[src/rtl/perf_monitor.sv]
// Cycle accounting for the accelerator core: total/busy/idle counters plus a
// free-running restoring divider that periodically reports percent utilization.
module perf_monitor #(
    parameter int COUNTER_WIDTH = 32
) (
    input  logic                     i_clk,
    input  logic                     i_rst_n,
    input  logic                     i_enable,
    input  logic                     i_clear,
    input  logic                     i_busy,
    output logic [COUNTER_WIDTH-1:0] o_total_cycles,
    output logic [COUNTER_WIDTH-1:0] o_busy_cycles,
    output logic [COUNTER_WIDTH-1:0] o_idle_cycles,
    output logic [COUNTER_WIDTH-1:0] o_utilization
);

    localparam int NW   = COUNTER_WIDTH + 7;
    localparam int CNTW = $clog2(NW);
    localparam logic [COUNTER_WIDTH-1:0] CNT_ONE  = COUNTER_WIDTH'(1);
    localparam logic [CNTW-1:0]          STEP_ONE = CNTW'(1);
    localparam logic [CNTW-1:0]          STEP_LAST = CNTW'(NW - 1);

    typedef enum logic {
        S_LOAD = 1'b0,
        S_DIV  = 1'b1
    } state_t;

    logic [COUNTER_WIDTH-1:0] r_total;
    logic [COUNTER_WIDTH-1:0] r_busy;
    logic [COUNTER_WIDTH-1:0] r_idle;
    logic                     w_saturated;

    state_t                   r_state;
    state_t                   w_state_next;
    logic                     w_load;
    logic                     w_step;
    logic                     w_last;

    logic [NW-1:0]            r_num;
    logic [COUNTER_WIDTH-1:0] r_den;
    logic [COUNTER_WIDTH-1:0] r_rem;
    logic [6:0]               r_quo;
    logic [CNTW-1:0]          r_cnt;
    logic [6:0]               r_util;

    logic [NW-1:0]            w_num;
    logic [COUNTER_WIDTH:0]   w_rem_shift;
    logic [COUNTER_WIDTH-1:0] w_rem_sub;
    logic                     w_ge;
    logic [6:0]               w_quo_next;

    // Counters freeze once total hits all-ones so the ratio never wraps.
    assign w_saturated = &r_total;

    always_ff @(posedge i_clk or negedge i_rst_n) begin
        if (!i_rst_n) begin
            r_total <= '0;
            r_busy  <= '0;
            r_idle  <= '0;
        end else if (i_clear) begin
            r_total <= '0;
            r_busy  <= '0;
            r_idle  <= '0;
        end else if (i_enable && !w_saturated) begin
            r_total <= r_total + CNT_ONE;
            if (i_busy) begin
                r_busy <= r_busy + CNT_ONE;
            end else begin
                r_idle <= r_idle + CNT_ONE;
            end
        end
    end

    always_ff @(posedge i_clk or negedge i_rst_n) begin
        if (!i_rst_n) begin
            r_state <= S_LOAD;
        end else if (i_clear) begin
            r_state <= S_LOAD;
        end else begin
            r_state <= w_state_next;
        end
    end

    always_comb begin
        w_state_next = r_state;
        case (r_state)
            S_LOAD:  w_state_next = S_DIV;
            S_DIV:   if (r_cnt == STEP_LAST) w_state_next = S_LOAD;
            default: w_state_next = S_LOAD;
        endcase
    end

    always_comb begin
        w_load = 1'b0;
        w_step = 1'b0;
        w_last = 1'b0;
        case (r_state)
            S_LOAD: w_load = 1'b1;
            S_DIV: begin
                w_step = 1'b1;
                w_last = (r_cnt == STEP_LAST);
            end
            default: w_load = 1'b1;
        endcase
    end

    // Restoring step: remainder is always below the denominator, so the
    // difference fits back into COUNTER_WIDTH bits.
    assign w_num       = {7'd0, r_busy} * NW'(100);
    assign w_rem_shift = {r_rem, r_num[NW-1]};
    assign w_ge        = (w_rem_shift >= {1'b0, r_den});
    assign w_rem_sub   = w_rem_shift[COUNTER_WIDTH-1:0] - r_den;
    assign w_quo_next  = {r_quo[5:0], w_ge};

    always_ff @(posedge i_clk or negedge i_rst_n) begin
        if (!i_rst_n) begin
            r_num  <= '0;
            r_den  <= '0;
            r_rem  <= '0;
            r_quo  <= '0;
            r_cnt  <= '0;
            r_util <= '0;
        end else if (i_clear) begin
            r_num  <= '0;
            r_den  <= '0;
            r_rem  <= '0;
            r_quo  <= '0;
            r_cnt  <= '0;
            r_util <= '0;
        end else if (w_load) begin
            r_num <= w_num;
            r_den <= r_total;
            r_rem <= '0;
            r_quo <= '0;
            r_cnt <= '0;
        end else if (w_step) begin
            r_num <= {r_num[NW-2:0], 1'b0};
            r_rem <= w_ge ? w_rem_sub : w_rem_shift[COUNTER_WIDTH-1:0];
            r_quo <= w_quo_next;
            r_cnt <= r_cnt + STEP_ONE;
            // Quotient never exceeds 100, so 7 bits carry the whole result.
            if (w_last) begin
                r_util <= (r_den == '0) ? 7'd0 : w_quo_next;
            end
        end
    end

    assign o_total_cycles = r_total;
    assign o_busy_cycles  = r_busy;
    assign o_idle_cycles  = r_idle;
    assign o_utilization  = {{(COUNTER_WIDTH-7){1'b0}}, r_util};

endmodule

[config.mk]
export PLATFORM = sky130hd
export DESIGN_NAME = perf_monitor
export DESIGN_NICKNAME = d
export VERILOG_FILES = /design/src/rtl/perf_monitor.sv
export SDC_FILE = /design/constraint.sdc
export NUM_CORES = 1
export LEC_CHECK = 0
export ABC_AREA = 1
export CELL_PAD_IN_SITES_DETAIL_PLACEMENT = 1
export CELL_PAD_IN_SITES_GLOBAL_PLACEMENT = 2
export CORE_ASPECT_RATIO = 1.1
export CORE_MARGIN = 5
export CORE_UTILIZATION = 30
export CTS_BUF_LIST = sky130_fd_sc_hd__clkbuf_16
export CTS_CLUSTER_DIAMETER = 30
export DETAILED_ROUTE_END_ITERATION = 10
export GPL_TIMING_DRIVEN = 0
export PLACE_DENSITY = 0.78
export SLEW_MARGIN = 20
export SYNTH_ARGS = -nofsm -noshare
export SYNTH_HDL_FRONTEND = slang
export SYNTH_SLANG_ARGS = --single-unit
[constraint.sdc]
create_clock -name i_clk -period 3 [get_ports i_clk]
set_input_delay 0.6 -clock i_clk [delete_from_list [all_inputs] [get_ports i_clk]]
set_output_delay 0.6 -clock i_clk [all_outputs]
set_load 0.02 [all_outputs]
==> results of run 1 <==
state kept, by name, indices dropped and copies added, names as in the netlist:
signal,cells
r_state,1
o_busy_cycles,32
r_num,37
o_idle_cycles,32
o_total_cycles,32
r_den,32
r_util,7
r_rem,32
r_quo,6
r_cnt,6
worst paths after layout:
kind | to | start | cells after the start
setup / recovery | r_num[31] | o_busy_cycles[10] | 16
hold / removal | r_num[38] | r_num[37] | 2
setup reg to reg | r_num[31] | o_busy_cycles[10] | 16
hold reg to reg | r_num[38] | r_num[37] | 2
max in group asynchronous | r_num[32] | i_rst_n | 3
min in group asynchronous | o_total_cycles[20] | i_rst_n | 2
logic make-up after synthesis:
logic type / count (synthesis)
and+or+nand+nor: 1313
AOI/OAI and AO/OA: 282
xor gates and xnor gates: 50
DFF: 217
adders and majority gates: 165
other: 1
buffers and inverters: 508
final cells by class:
cell class                      count  area share, %
Multi-Input combinational cell   1835           48.7
Sequential cell                   217           22.1
Buffer                             79           2.14
Tap cell                          760           3.85
Clock buffer                       72           7.29
Timing Repair Buffer              202           7.51
Inverter                          429           6.52
Clock inverter                     54           1.87
per-layer routing:
layer  routed length [um]  share of wire (%)  global-route usage, %  up-vias
met5                    0                  0                      0        -
met4                 2720                3.7                   8.02        0
met3                 2790                3.8                   3.38      154
met2                37300                 51                   38.8      385
met1                30700                 42                   26.6     8947
li1                     -                  -                      -     8666
cells in the final DEF, fill, tap and decap left out, drive strengths merged:
master,instances
nand2,742
inv,443
nor2,247
dfrtp,217
buf,152
o21ai,147
ha,137
nand3,119
clkdlybuf4s50,105
clkbuf,95
a21oi,82
nand4,81
nor3,71
xor2,40
o22ai,31
clkinv,31
fa,28
conb,25
nand3b,19
nor4,13
and2,13
xnor2,10
bufinv,6
o21bai,5
a21o,5
or2,5
o21a,3
a22o,3
o31ai,3
clkinvlp,3
nor3b,2
nor4b,1
a32o,1
a21boi,1
a31oi,1
dlygate4sd3,1
power by group through the flow:
stage / Clock (mW) / Sequential, mW / Combinational [mW]
finish: 7.03 / 3.28 / 10.1
detailed placement: 0 / 3.32 / 10.1
floorplan: 0 / 3.29 / 7.11
global route: 7.37 / 3.30 / 11.4
CTS: 7.15 / 3.28 / 10.2
global placement: 0 / 3.32 / 9.99
metrics by stage:
stage	std cells	hold slack, ps	worst slack (ps)
2_1_floorplan	2560	304	41.4
3_3_place_gp	3426	427	-8790
3_5_place_dp	3428	435	-579
4_1_cts	3622	444	-8.93
5_1_grt	3648	470	-189
6_report	3648	439	-99.8
timing repair:
| item | CTS | global route |
|---|---|---|
| hold buffers | 1 | 0 |
| endpoints found under the setup margin | 26 | 24 |
| resized for setup | 269 | 178 |
| endpoints found under the hold margin | 57 | 0 |
| setup buffers | 68 | 26 |
| pin swaps | 64 | 141 |
worst register-to-register path: cells and delay by family, from the launching register on:
family        cells  cell delay, ps
fa+ha+maj         4            1410
simple gates      9             940
flops             1             460
buf+inv           3             150
==> run_results.csv, run 1 <==
group,metric,value,unit
clocking,clk_latency,590,ps
yosys,yosys_most_used_dff,"dfrtp_1",
drt,vias,18152,
critical_path,crit_path_top_delay_cell,"fa_1",
critical_path,worst_path_most_repeated_cell,"nand2_1",
yosys,netlist.area_leader.share,30.8,%
yosys,synth_top_family_by_area,"simple AND/OR/NAND/NOR gates",
pwr,p_leak,11.8,nW
critical_path,crit_path_start_kind,"flop",
drt,drt_wl_total,73.5,mm
status,violations,"setup timing",
clocking,clk_pin_slew,40,ps
sta,fin_tns_setup,-454,ps
yosys,synth_cell_types,46,
final_layout,nNetsFinal,3004,
drt,drtIter0Drc,787,
yosys,synth_most_common_cell,"nand2_1",
critical_path,rrSetupSlack,-100,ps
yosys,syn_area,0.0176,mm2
sta,clock-skew-final,22.8,ps
yosys,seq_area_frac_synth,30.8,%
global_route,grt_pass1_wl,110,mm
yosys,yosys.area.top_type,"dfrtp_1",
floorplanning,start_util,30.2,%
final_layout,antenna_cells,0,
floorplanning,io_pins,133,
sta,timing.final.crit_period,3100,ps
pwr,p_sw_share,45.2,%
sta,rsz0062_at_grt,"true",
sta,fmax,323,MHz
sta,post-route-period-util,103,%
floorplanning,num_rows,93,
placement,dp_hpwl,54.3,mm
critical_path,critPathKind,"reg -> reg",
flow_run,drv_cap,0,
global_route,antenna_found_initial,0,
global_route,grt_usage,21.9,%
clocking,clockBufferDepth,3,
yosys,yosysWarningCount,0,
floorplanning,fp.dieArea,0.0637,mm2
global_route,grt_start_max_net_pins,92,
drt,wire_per_inst,20.1,um
clocking,cts.sinks,217,
yosys,synthXorXnorAreaFrac,2.48,%
clocking,cts_max_level,3,
placement,globalplace.congestion,0.887,
final_layout,fillers,7145,
critical_path,critPathTopFamily,"adder cells",
pwr,power,20.4,mW
drt,firstDrtPassIters,5,
critical_path,required,3460,ps
drt,drt-vias-per-instance,4.98,
critical_path,path_max_fanout,4,
hold_path,hold_path.class,"reg -> reg",
pwr,pwr-share-seq,16.1,%
critical_path,cp.arrival,3560,ps
pwr,ir_worst_vdd,744,uV
yosys,synth_mux_area_share,0,%
yosys,yosys-top-cells-count,"nand2_1 (736), inv_1 (419), nor2_1 (239)",
yosys,synth-adder-area-share,12.9,%
drt,drc,0,
final_layout,drive_above_1_share,22.4,%
yosys,syn_avg_cell_area,6.95,um2
final_layout,fin_area,0.0247,mm2
yosys,synth_compound_area_share,9.88,%
pwr,combPwrFrac,49.5,%
yosys,ys_ff_latch,217,
pwr,p_int,11.2,mW
floorplanning,dieHeight,264,um
pwr,p_switching,9.22,mW
status,status,"finished, violations left",
sta,timing.final.max_slew_violations,0,
yosys,netlist_instances,2536,
yosys,synth_edf_count,0,
sta,worst_pin_slew,1110,ps
pwr,p_per_area,826,mW/mm2
global_route,grt_pass1_vias,19498,
yosys,synthTopCellsByArea,"dfrtp_1 (31%), nand2_1 (16%), ha_1 (9.7%)",
final_layout,utilization,42.3,%
final_layout,area_growth,40.2,%
floorplanning,placeableCoreArea,0.0584,mm2
floorplanning,fp.dieW,241,um
pwr,pwr-share-clk,34.4,%
critical_path,slowest_delay,540,ps
sta,finalSetupViolCount,11,
yosys,async_flop_share,100,%
final_layout,regArea,0.00547,mm2
sta,layout_setup_ws,-99.8,ps
critical_path,crit_buf_inv,3,
critical_path,cp_cell_sequence,"ha_4 > ha_1 > inv_1 > fa_1 > inv_2 > ha_4 > nand2_4 > nor2_4 > and2_4 > inv_1 > nor2_1 > nand2_1 > nand2_1 > nand2_1 > nand3_2 > nand2_1",
final_layout,multiInputGateArea,0.0120,mm2
sta,relSlewSlack,25.4,%
yosys,yosys.area_share.simple,31.8,%
critical_path,end_kind,"flop",
clocking,cts_buffers,70,
drt,ant_nets,0,
sta,report.final.hold_viol_count,0,
placement,numPortBuffers,106,
global_route,grt_overflow_total,0,
clocking,cts_tree,"done",
placement,place_area,0.0198,mm2
clocking,cts_root_buf,"clkbuf_16",
No activity file was read; power rests on OpenSTA's default activity.
==> run 2: changes to the inputs <==
--- a/config.mk
+++ b/config.mk
@@ -20,3 +20,4 @@
 export SYNTH_ARGS = -nofsm -noshare
 export SYNTH_HDL_FRONTEND = slang
 export SYNTH_SLANG_ARGS = --single-unit
+export TNS_END_PERCENT = 5
==> run 2 against run 1 <==
Compared with the run above: the flow still finishes with violations (setup timing); die area is the same; clock skew up 2.0 ps; global-route usage about the same; sequential share of layout area up 0.55 points; register-to-register slack better by 20 ps; hold slack better by 1.4 ps; critical path depth fell by 1; maximum frequency rose by 0.54%.
==> run_results.csv, run 2 (synthesis results as in run 1) <==
group,metric,value,unit
placement,placed_cells,3428,
sta,rsz0062_at_grt,"true",
drt,drtIter0Drc,860,
global_route,grt_usage,21.8,%
clocking,cts_tree,"done",
global_route,grt_overflow_total,0,
critical_path,reg2reg_to,"r_num[33]",
final_layout,regMostFlops,"r_num",
critical_path,critPathTopFamily,"adder cells",
clocking,cts_buffers,70,
hold_path,worstHoldPathCells,2,
floorplanning,fp.dieW,241,um
final_layout,antenna_cells,0,
sta,fmax,324,MHz
drt,drc,0,
sta,timing.final.max_slew_violations,0,
pwr,p_per_area,847,mW/mm2
sta,relSlewSlack,34.4,%
final_layout,drive_above_1_share,19.4,%
final_layout,fin_area,0.0241,mm2
critical_path,rrSetupSlack,-80,ps
placement,dp_hpwl,54.3,mm
critical_path,rr_worst_depth,15,
floorplanning,dieHeight,264,um
critical_path,critPathKind,"reg -> reg",
clocking,cts.sinks,217,
drt,ant_nets,0,
status,status,"finished, violations left",
critical_path,crit_buf_inv,2,
clocking,clockBufferDepth,3,
sta,layout_setup_ws,-83.2,ps
drt,drt-vias-per-instance,4.94,
placement,place_area,0.0198,mm2
critical_path,crit_cells,15,
clocking,cts_max_level,3,
critical_path,path_max_fanout,5,
hold_path,hold_path.class,"reg -> reg",
global_route,grt_pass1_wl,110,mm
drt,vias,17942,
sta,timing.final.crit_period,3080,ps
final_layout,mostFrequentLayoutCells,"nand2_1 (691), inv_1 (416), nor2_1 (217)",
critical_path,startpoint,"o_busy_cycles[23]",
pwr,p_leak,11.7,nW
flow_run,drv_cap,0,
critical_path,cp.arrival,3550,ps
placement,globalplace.congestion,0.887,
final_layout,fillers,7198,
sta,finalSetupViolCount,9,
critical_path,cp_cell_sequence,"ha_4 > ha_4 > inv_2 > fa_1 > inv_2 > ha_4 > nand2_4 > nor2_4 > nand2_2 > nor4_4 > nand2_2 > nand2_1 > nand2_1 > nand3_2 > nand2_1",
drt,wire_per_inst,19.7,um
global_route,grt_start_max_net_pins,92,
final_layout,area_growth,36.8,%
drt,firstDrtPassIters,5,
floorplanning,io_pins,133,
status,violations,"setup timing",
critical_path,r2r-start,"o_busy_cycles[23]",
floorplanning,num_rows,93,
final_layout,nNetsFinal,2986,
critical_path,required,3460,ps
critical_path,crit_path_start_kind,"flop",
sta,worst_pin_slew,977,ps
critical_path,end_kind,"flop",
critical_path,crit_path_top_delay_cell,"fa_1",
floorplanning,placeableCoreArea,0.0584,mm2
sta,clock-skew-final,24.8,ps
final_layout,fin_cells,3630,
drt,drt_wl_total,71.4,mm
clocking,clk_pin_slew,40,ps
global_route,grt_pass1_vias,19466,
global_route,antenna_found_initial,0,
final_layout,largest_reg_flops,37,
clocking,clk_latency,590,ps
final_layout,final_common_cell,"nand2_1",
floorplanning,fp.dieArea,0.0637,mm2
critical_path,slowest_delay,570,ps
clocking,cts_root_buf,"clkbuf_16",
floorplanning,start_util,30.2,%
sta,post-route-period-util,103,%
final_layout,utilization,41.3,%
placement,numPortBuffers,106,
pwr,ir_worst_vdd,730,uV
sta,report.final.hold_viol_count,0,
critical_path,crit_end,"r_num[33]",
-- run 2: per-stage QoR --
step / setup WS [ps] / power, mW / TNS (ps) / hold slack, ps
finish: -83.2 / 20.4 / -317 / 440
global route: -222 / 22.0 / -3200 / 467
CTS: -21.4 / 20.6 / -85.0 / 444
detailed placement: -579 / 13.4 / -8520 / 435
global placement: -8790 / 13.3 / -1907260 / 427
floorplan: 41.4 / 10.4 / 0 / 304
-- run 2: worst register-to-register path: stages, from the launching register on --
cell	delay [ps]
dfrtp_2	460
ha_4	280
ha_4	260
inv_2	30
fa_1	570
inv_2	70
ha_4	310
nand2_4	70
nor2_4	120
nand2_2	100
nor4_4	290
nand2_2	120
nand2_1	80
nand2_1	60
nand3_2	70
nand2_1	60
-- run 2: worst min path at each step --
stage	startpoint	endpoint
floorplan	i_rst_n	o_busy_cycles[0]
global placement	r_cnt[3]	r_cnt[4]
detailed placement	r_num[37]	r_num[38]
CTS	r_num[32]	r_num[33]
global route	r_num[37]	r_num[38]
finish	r_num[32]	r_num[33]
-- run 2: area by class of cell --
type                            instances  area, um2  share of cell area [%]
Timing Repair Buffer                  184       1710                    7.08
Inverter                              429       1610                    6.68
Sequential cell                       217       5470                    22.7
Clock inverter                         54        462                    1.91
Buffer                                 79        528                    2.19
Clock buffer                           72       1800                    7.47
Tap cell                              760        951                    3.94
Multi-Input combinational cell       1835      11600                    48.1
-- run 2: report_power, final --
part	switching (mW)	internal, mW	total [mW]
Sequential	0.122	3.16	3.28
Combinational	6.89	3.22	10.1
Clock	2.21	4.82	7.03
-- run 2: repair_timing --
item,4_1_cts,5_1_grt
hold endpoints to repair,57,0
endpoints found under the setup margin,26,24
pin swaps,53,60
gates cloned,0,0
setup buffers,63,12
hold buffers,1,0
gates resized for setup,254,84
-- run 2: layer usage --
| layer | part of all wire (%) | track usage, % |
|---|---|---|
| met4 | 3.8 | 8.34 |
| met5 | 0 | 0 |
| met3 | 3.4 | 3.40 |
| met2 | 50 | 38.6 |
| met1 | 43 | 26.5 |
==> run 3: changes to the inputs <==
--- a/config.mk
+++ b/config.mk
@@ -15,6 +15,7 @@
 export CTS_CLUSTER_DIAMETER = 30
 export DETAILED_ROUTE_END_ITERATION = 10
 export GPL_TIMING_DRIVEN = 0
+export MAX_ROUTING_LAYER = met4
 export PLACE_DENSITY = 0.78
 export SLEW_MARGIN = 20
 export SYNTH_ARGS = -nofsm -noshare
==> run 3 against run 2 <==
Compared with the run above: the run still ends with setup timing left; register-to-register slack barely moved; core utilization rose by 0.41 points; combinational power barely moved; clock skew rose by 28 ps; hold slack got worse by 1.8 ps; worst setup slack got worse by 13 ps; flip-flop and latch count did not move; non-clock buffer count rose by 5; largest power group unchanged.
==> run_results.csv, run 3 (synthesis results as in run 1) <==
group,metric,value,unit
status,status,"finished, violations left",
status,violations,"setup timing",
final_layout,fillers,7230,
drt,drtIter0Drc,831,
pwr,p_leak,11.8,nW
sta,post-route-period-util,103,%
placement,dp_hpwl,54.8,mm
drt,drt_wl_total,71.9,mm
floorplanning,fp.dieArea,0.0637,mm2
final_layout,mostFrequentLayoutCells,"nand2_1 (688), inv_1 (414), nor2_1 (215)",
sta,report.final.hold_viol_count,0,
critical_path,worst_path_most_repeated_cell,"nand2_1",
clocking,cts.sinks,217,
global_route,grt_usage,22.8,%
drt,vias,18063,
critical_path,cp.arrival,3570,ps
sta,rsz0062_at_grt,"true",
drt,firstDrtPassIters,5,
placement,numPortBuffers,106,
sta,fin_tns_setup,-458,ps
drt,wire_per_inst,19.8,um
floorplanning,start_util,30.2,%
drt,ant_nets,0,
critical_path,critPathKind,"reg -> reg",
floorplanning,io_pins,133,
final_layout,nNetsFinal,2989,
global_route,grt_pass1_vias,19447,
global_route,grt_pass1_wl,111,mm
clocking,cts_root_buf,"clkbuf_16",
critical_path,required,3480,ps
placement,globalplace.congestion,0.909,
clocking,cts_tree,"done",
critical_path,cp_cell_sequence,"ha_1 > ha_4 > fa_2 > ha_4 > a21oi_2 > o21ai_4 > nand2_1 > nand2_2 > nand2_1 > nand2_2 > buf_4 > o21ai_1 > nand2_1",
sta,fmax,323,MHz
clocking,clockBufferDepth,3,
critical_path,crit_buf_inv,1,
floorplanning,dieHeight,264,um
sta,worst_pin_slew,959,ps
floorplanning,num_rows,93,
critical_path,crit_path_top_delay_cell,"fa_2",
sta,timing.final.max_slew_violations,0,
sta,clock-skew-final,53.1,ps
clocking,cts_buffers,68,
final_layout,final_common_cell,"nand2_1",
floorplanning,fp.dieW,241,um
critical_path,crit_path_start_kind,"flop",
global_route,grt_overflow_total,0,
pwr,ir_worst_vdd,655,uV
sta,finalSetupViolCount,11,
final_layout,largest_reg_flops,37,
sta,timing.final.crit_period,3100,ps
critical_path,path_max_fanout,5,
floorplanning,placeableCoreArea,0.0584,mm2
final_layout,antenna_cells,0,
clocking,cts_max_level,3,
clocking,clk_latency,610,ps
pwr,p_per_area,860,mW/mm2
critical_path,slowest_delay,610,ps
drt,drt-vias-per-instance,4.97,
sta,holdWs,438,ps
sta,layout_setup_ws,-96.5,ps
global_route,grt_start_max_net_pins,90,
critical_path,end_kind,"flop",
flow_run,drv_cap,0,
critical_path,critPathTopFamily,"adder cells",
final_layout,regMostFlops,"r_num",
sta,relSlewSlack,35.6,%
hold_path,hold_path.class,"reg -> reg",
final_layout,drive_above_1_share,19.8,%
global_route,antenna_found_initial,0,
drt,drc,0,
final_layout,area_growth,38.1,%
clocking,clk_pin_slew,50,ps
==> run 3: worst register-to-register path, delay by kind of cell (launching register included) <==
kind	cells	cell delay, ps
AOI/OAI and AO/OA	3	510
adders and majority gates	4	1440
buffers and inverters	1	150
DFF	1	440
and+or+nand+nor	5	420
==> run 3: worst paths after layout <==
| check | depth (start not counted) | end | startpoint | slack, ps |
|---|---|---|---|---|
| hold / removal | 2 | r_num[11] | r_num[10] | 440 |
| max in group asynchronous | 3 | o_busy_cycles[7] | i_rst_n | 1610 |
| hold reg to reg | 2 | r_num[11] | r_num[10] | 440 |
| setup reg to reg | 13 | r_num[21] | o_busy_cycles[3] | -100 |
| min in group asynchronous | 2 | o_total_cycles[18] | i_rst_n | 490 |
| setup / recovery | 13 | r_num[21] | o_busy_cycles[3] | -100 |
==> run 3: layer usage <==
metal	GRT usage, %	vias up	wire (um)
met3	3.64	112	2640
met2	39.4	348	36700
met1	27.2	8951	30300
met5	-	-	0
li1	-	8652	-
met4	7.15	0	2230
==> run 3: where the power goes <==
part / internal [mW] / switching [mW]
logic: 3.22 / 6.95
registers: 3.16 / 0.127
clock network: 5.18 / 2.32
==> run 3: repair_timing <==
action | 4_1_cts | 5_1_grt
setup buffers | 55 | 25
pin swaps | 48 | 79
setup endpoints to repair | 27 | 22
resized for setup | 245 | 119
hold buffers | 1 | 0
hold endpoints to repair | 40 | 0
==> run 3: per-stage QoR <==
| stage | util [%] | setup WS, ps | cells | power (mW) | area [um2] |
|---|---|---|---|---|---|
| 2_1_floorplan | - | 41.4 | 2560 | 10.4 | 17700 |
| 3_3_place_gp | 33.8 | -8850 | 3426 | 13.3 | 19700 |
| 3_5_place_dp | 33.9 | -557 | 3428 | 13.5 | 19800 |
| 4_1_cts | 40.3 | -24.1 | 3607 | 21.2 | 23600 |
| 5_1_grt | 41.7 | -191 | 3632 | 22.6 | 24400 |
| 6_report | 41.7 | -96.5 | 3632 | 21.0 | 24400 |
==> run 3: area by class of cell <==
| cell class | instances | area (um2) | share of cell area, % |
|---|---|---|---|
| timing repair buffer | 189 | 1740 | 7.16 |
| multi-input combinational | 1835 | 11600 | 47.8 |
| buffer | 79 | 528 | 2.17 |
| inverter | 429 | 1610 | 6.61 |
| tap | 760 | 951 | 3.90 |
| clock inverter | 55 | 722 | 2.96 |
| clock buffer | 68 | 1700 | 6.99 |
| sequential | 217 | 5460 | 22.4 |
